[src/rtl/suma_aritmetica_reg_pkg.sv]
// ---------------------------------------------------------------------------
// suma_pkg
//   Shared widths and types for the registered calculator adder.
//   Also holds the binary-to-BCD helper used when the optional decimal
//   output (macro SUMA_BCD_SALIDA_EN) is built in.
// ---------------------------------------------------------------------------
package suma_pkg;

  localparam int ANCHO_OPER = 12;
  localparam int ANCHO_RES  = 13;

  typedef logic [ANCHO_OPER-1:0] operando_t;
  typedef logic [ANCHO_RES-1:0]  resultado_t;
  typedef logic [15:0]           bcd4_t;

  // Double-dabble (shift-add-3). The accumulator holds the four BCD digits
  // above the binary value. Before every shift, any digit >= 5 gets 3 added
  // so that the shift carries correctly into the next decimal digit.
  function automatic bcd4_t bin_a_bcd(input resultado_t bin);
    logic [ANCHO_RES+15:0] acc;
    acc = {16'd0, bin};
    for (int i = 0; i < ANCHO_RES; i++) begin
      for (int d = 0; d < 4; d++) begin
        if (acc[ANCHO_RES+4*d +: 4] >= 4'd5) begin
          acc[ANCHO_RES+4*d +: 4] = acc[ANCHO_RES+4*d +: 4] + 4'd3;
        end
      end
      acc = acc << 1;
    end
    return acc[ANCHO_RES+15:ANCHO_RES];
  endfunction

endpackage

[src/rtl/suma_aritmetica_reg_if.sv]
// ---------------------------------------------------------------------------
// suma_aritmetica_reg_if
//   Operand / result bundle of the registered adder.
//   num1, num2     : operands, driven by the operand-capture stage (master)
//   resultado      : registered sum with carry-out, driven by the adder (slave)
//   resultado_bcd  : 4 BCD digits of resultado, only with SUMA_BCD_SALIDA_EN
// ---------------------------------------------------------------------------
interface suma_aritmetica_reg_if #(
  parameter int ANCHO = 12
);

  logic [ANCHO-1:0] num1;
  logic [ANCHO-1:0] num2;
  logic [ANCHO:0]   resultado;
`ifdef SUMA_BCD_SALIDA_EN
  logic [15:0]      resultado_bcd;

  modport master (output num1, output num2, input  resultado, input  resultado_bcd);
  modport slave  (input  num1, input  num2, output resultado, output resultado_bcd);
`else
  modport master (output num1, output num2, input  resultado);
  modport slave  (input  num1, input  num2, output resultado);
`endif

endinterface

[src/rtl/suma_aritmetica_reg_sumador_completo.sv]
// ---------------------------------------------------------------------------
// sumador_completo
//   One-bit full adder, the cell of the ripple-carry chain.
//   a, b  : operand bits
//   cin   : carry from the lower bit
//   s     : sum bit
//   cout  : carry to the upper bit
// ---------------------------------------------------------------------------
module sumador_completo (
  input  logic a,
  input  logic b,
  input  logic cin,
  output logic s,
  output logic cout
);

  assign s    = a ^ b ^ cin;
  assign cout = (a & b) | (cin & (a ^ b));

endmodule

[src/rtl/suma_aritmetica_reg.sv]
// ---------------------------------------------------------------------------
// suma_aritmetica_reg
//   Registered unsigned adder for the calculator datapath. The sum of the
//   two operands (ripple-carry, carry-in 0) is registered every clock, so
//   resultado follows the operands with exactly one cycle of latency.
//
//   clk          system clock, rising edge
//   rst          synchronous active-high reset, clears every output
//   bus.num1     operand A (unsigned)
//   bus.num2     operand B (unsigned)
//   bus.resultado  registered num1+num2, top bit is the carry-out
//
//   Optional build macro SUMA_BCD_SALIDA_EN adds bus.resultado_bcd: the
//   decimal digits {thousands,hundreds,tens,units} of resultado, registered
//   one cycle after resultado (two cycles after the operands).
// ---------------------------------------------------------------------------
import suma_pkg::*;

module suma_aritmetica_reg #(
  parameter int ANCHO = ANCHO_OPER
) (
  input  logic                 clk,
  input  logic                 rst,
  suma_aritmetica_reg_if.slave bus
);

  logic [ANCHO:0]   carry;
  logic [ANCHO-1:0] suma_bits;
  logic [ANCHO:0]   resultado_next;
  logic [ANCHO:0]   resultado_reg;

  assign carry[0] = 1'b0;

  generate
    for (genvar gi = 0; gi < ANCHO; gi++) begin : g_cadena
      sumador_completo u_fa (
        .a    (bus.num1[gi]),
        .b    (bus.num2[gi]),
        .cin  (carry[gi]),
        .s    (suma_bits[gi]),
        .cout (carry[gi+1])
      );
    end
  endgenerate

  // Final carry becomes the MSB, so the sum never overflows.
  assign resultado_next = {carry[ANCHO], suma_bits};

  always_ff @(posedge clk) begin
    if (rst) begin
      resultado_reg <= '0;
    end else begin
      resultado_reg <= resultado_next;
    end
  end

  assign bus.resultado = resultado_reg;

`ifdef SUMA_BCD_SALIDA_EN
  // Converts the already registered sum, which keeps the double-dabble
  // network out of the adder's carry path at the cost of one extra cycle.
  bcd4_t bcd_next;
  bcd4_t bcd_reg;

  assign bcd_next = bin_a_bcd(resultado_t'(resultado_reg));

  always_ff @(posedge clk) begin
    if (rst) begin
      bcd_reg <= '0;
    end else begin
      bcd_reg <= bcd_next;
    end
  end

  assign bus.resultado_bcd = bcd_reg;
`endif

endmodule

[src/flat_wrapper.sv]
// flat-port wrapper written by rule: the top's interface ports become plain ports
module suma_aritmetica_reg_flat 
#(
  parameter int ANCHO = ANCHO_OPER
)
  (clk, rst, bus_num1, bus_num2, bus_resultado);
  suma_aritmetica_reg_if #(.ANCHO(ANCHO)) bus_i ();
  input  logic clk;
  input  logic rst;
  input wire logic [$bits(bus_i.num1)-1:0] bus_num1;
  input wire logic [$bits(bus_i.num2)-1:0] bus_num2;
  output wire logic [$bits(bus_i.resultado)-1:0] bus_resultado;
  assign bus_i.num1 = bus_num1;
  assign bus_i.num2 = bus_num2;
  assign bus_resultado = bus_i.resultado;
  suma_aritmetica_reg #(.ANCHO(ANCHO)) u_core (.clk(clk), .rst(rst), .bus(bus_i));
endmodule
[config.mk]
export PLATFORM = sky130hd
export DESIGN_NAME = suma_aritmetica_reg_flat
export DESIGN_NICKNAME = d
export VERILOG_FILES = /design/src/rtl/suma_aritmetica_reg_pkg.sv /design/src/rtl/suma_aritmetica_reg_if.sv /design/src/rtl/suma_aritmetica_reg_sumador_completo.sv /design/src/rtl/suma_aritmetica_reg.sv /design/src/flat_wrapper.sv
export SDC_FILE = /design/constraint.sdc
export NUM_CORES = 1
export LEC_CHECK = 0
export CAP_MARGIN = 20
export CORE_UTILIZATION = 32
export DETAILED_ROUTE_END_ITERATION = 12
export HOLD_SLACK_MARGIN = 0.06
export PLACE_DENSITY = 0.75
export SLEW_MARGIN = 40
export SYNTH_ARGS = -nofsm -noshare
export SYNTH_HDL_FRONTEND = slang
export SYNTH_SLANG_ARGS = --single-unit
[constraint.sdc]
create_clock -name clk -period 5.06 [get_ports clk]
set_clock_uncertainty 0.1 [all_clocks]
set_input_delay 0.759 -clock clk [delete_from_list [all_inputs] [get_ports clk]]
set_output_delay 0.759 -clock clk [all_outputs]
set_load 0.01 [all_outputs]
==> metrics.txt <==
CP max-delay cell=fa_1; Clock transition at path regs=approximately 70 ps; clk buf depth=2; crit-path cells=buf_6 > ha_4 > fa_2 > fa_2 > fa_2 > fa_2 > fa_2 > fa_2 > fa_2 > fa_2 > inv_2 > fa_2 > inv_2 > fa_2 > inv_2 > fa_1 > nor2_1; core area=1783 um2; FF+latch area=260.3 um2; Comb pwr share=0.330; LEAKAGE=between 0.4 and 0.5 nW; Die Wd=between 40 and 50 um; io pins=39; period utilization=0.9680; most frequent cells in the layout=clkdlybuf4s50_1, dfxtp_1, fa_2, nor2b_2, inv_1; Post-Syn Instances=46; pwr dens=between 200 and 250 nW/um2; Post-Layout Inst Area=about 1100 um2; H-tree depth=1; Starting Density=0.3509; first-pass GRT wire length=approximately 1900 um; antenna violations before repair=0; vias in the first global route=about 470; Post-CTS Setup Bufs=0; CP Capture Type=flip-flop; Setup CP Type=in2reg; RSZ-0062 raised after global routing=no; Sequential Power Share=0.442; layout filler cell count=between 150 and 200; DRT Pass-1 Iters=2; status=finished clean; max reg flops=13; wire length per cell=10.32 um; CP arrival=~5000 ps; met1 GRT Util=0.1355; yosys warns=0; switching share of power=0.2420; vias per cell=approximately 4.0; setup violators final=0; Post-Syn Area=~630 um2; hpwl dp=966.5 um; GPL Wtd Cong=between 0.5 and 0.6; Hold Fails Final Rpt=0; Min-Delay Path Class=in2reg; Final Instance Count excl. Fillers=112; power share of the clock group=0.228; post-synth top area share=0.4160; Post-layout nets=around 130; flops & latches, synth=13; ANT cells=0; die area=approximately 2100 um2; Netlist cell types=8; Crit path buffers/inverters=4; largest net degree at the start of global routing=14; Residual DRC=0; Worst-Margin Slew=~570 ps; Clock Tree Root=clkbuf_4; number of buffers added on ports=38; most used cell, CP=fa_2; Psw=about 0.000064 W; Rows=15; busiest grt layer=met2; share of the yosys chip area belonging to registers=0.4160; minimum clock period=a little under 5000 ps; most common cell after layout, fill and taps aside=clkdlybuf4s50_1; total global routing overflow=0; P&R area growth vs syn=74.40%; Iteration-0 DRC Markers=2; CP top delay family=adder cells; total CTS buffers=3; mean post-synth cell area=13.60 um2; gr usage total=0.1294; hold_buf cts=0; CTS tree=done; Die Y=roughly 46 um; CP Max Fanout=1; Max Cap Violations=0; share of layout cells above drive strength 1=0.2989; Peak VDD IR=~130 uV; Crit path required time=between 5000 and 6000 ps; met3 GRT Util=0.03922; GR Util met2=0.2282; Sink Count=13; Max Fclk=approximately 200 MHz; Post-Syn Nets=84; Multi-input gate area=about 370 um2; ANT nets after route=0; crit path launch type=input port; CP max stage delay=400 ps; Rel. slew slack=0.6201; Int Pwr=0.0002015 W; placed instance count=about 110; Synth area leader=dfxtp_1; Detailed Route WL=1156 um; Area contributors post-synth=dfxtp_1, fa_1, nor2b_2; vias=between 400 and 500; area post-placement=roughly 1000 um2; Pins Over Slew Limit=0
[per-stage QoR]
step | util | TNS [ps] | hold WS (ps) | total power [W] | setup slack [ps]
5_1_grt | 0.6119 | 0 | 709.7 | 0.0002848 | 20.96
2_1_floorplan | - | 0 | 849.4 | 0.0001535 | 35.57
4_1_cts | 0.6119 | -54.17 | 705.5 | 0.0002726 | -54.17
3_5_place_dp | 0.5839 | -1247 | 1368 | 0.0002068 | -608.7
6_report | 0.6119 | 0 | 709.3 | 0.0002659 | 161.9
3_3_place_gp | 0.5839 | -1008 | 1369 | 0.0002039 | -514.8
[logic make-up after synthesis]
family                   after synthesis  synth area share
buffers and inverters                  8           0.06001
flip-flops                            13            0.4160
AND/OR/NAND/NOR                       13            0.1520
adder cells (fa/ha/maj)               12            0.3720
[routing by layer]
| metal | routed length, um | up-vias |
|---|---|---|
| li1 | - | 212 |
| met1 | 425 | 210 |
| met2 | 580 | 28 |
| met3 | 145 | 2 |
| met4 | 6 | 0 |
| met5 | 0 | - |
[synth_stat cells]
library cell   n
and2b_1        3
ha_1           1
dfxtp_1       13
fa_1          11
buf_6          1
inv_1          7
nor2b_2        7
nor2_1         3
[area by class of cell]
cell class / instances / area share
clock buffer: 4 / 0.02408
timing repair buffer: 38 / 0.3498
inverter: 7 / 0.02408
multi-input combinational: 25 / 0.3349
tap: 25 / 0.02867
sequential: 13 / 0.2385
[power groups by stage]
stage	combinational, W	sequential, W	clock (W)
floorplan	0.0000265	0.000127	0
global placement	0.0000841	0.000120	0
detailed placement	0.0000863	0.000120	0
CTS	0.0000908	0.000118	0.0000638
global route	0.0000993	0.000119	0.0000666
finish	0.0000877	0.000118	0.0000605
[final timing paths]
kind / from / endpoint / slack, ps / cells past startpoint
worst min-delay path: bus_num2[0] / u_core.bus.resultado[0] / 710 / 3
worst max-delay path: bus_num1[0] / u_core.bus.resultado[11] / 160 / 17
[timing repair]
item	4_1_cts	5_1_grt
pin swaps	13	11
setup endpoints to repair	2	2
resized for setup	20	0
(Power assumes the default switching activity.)
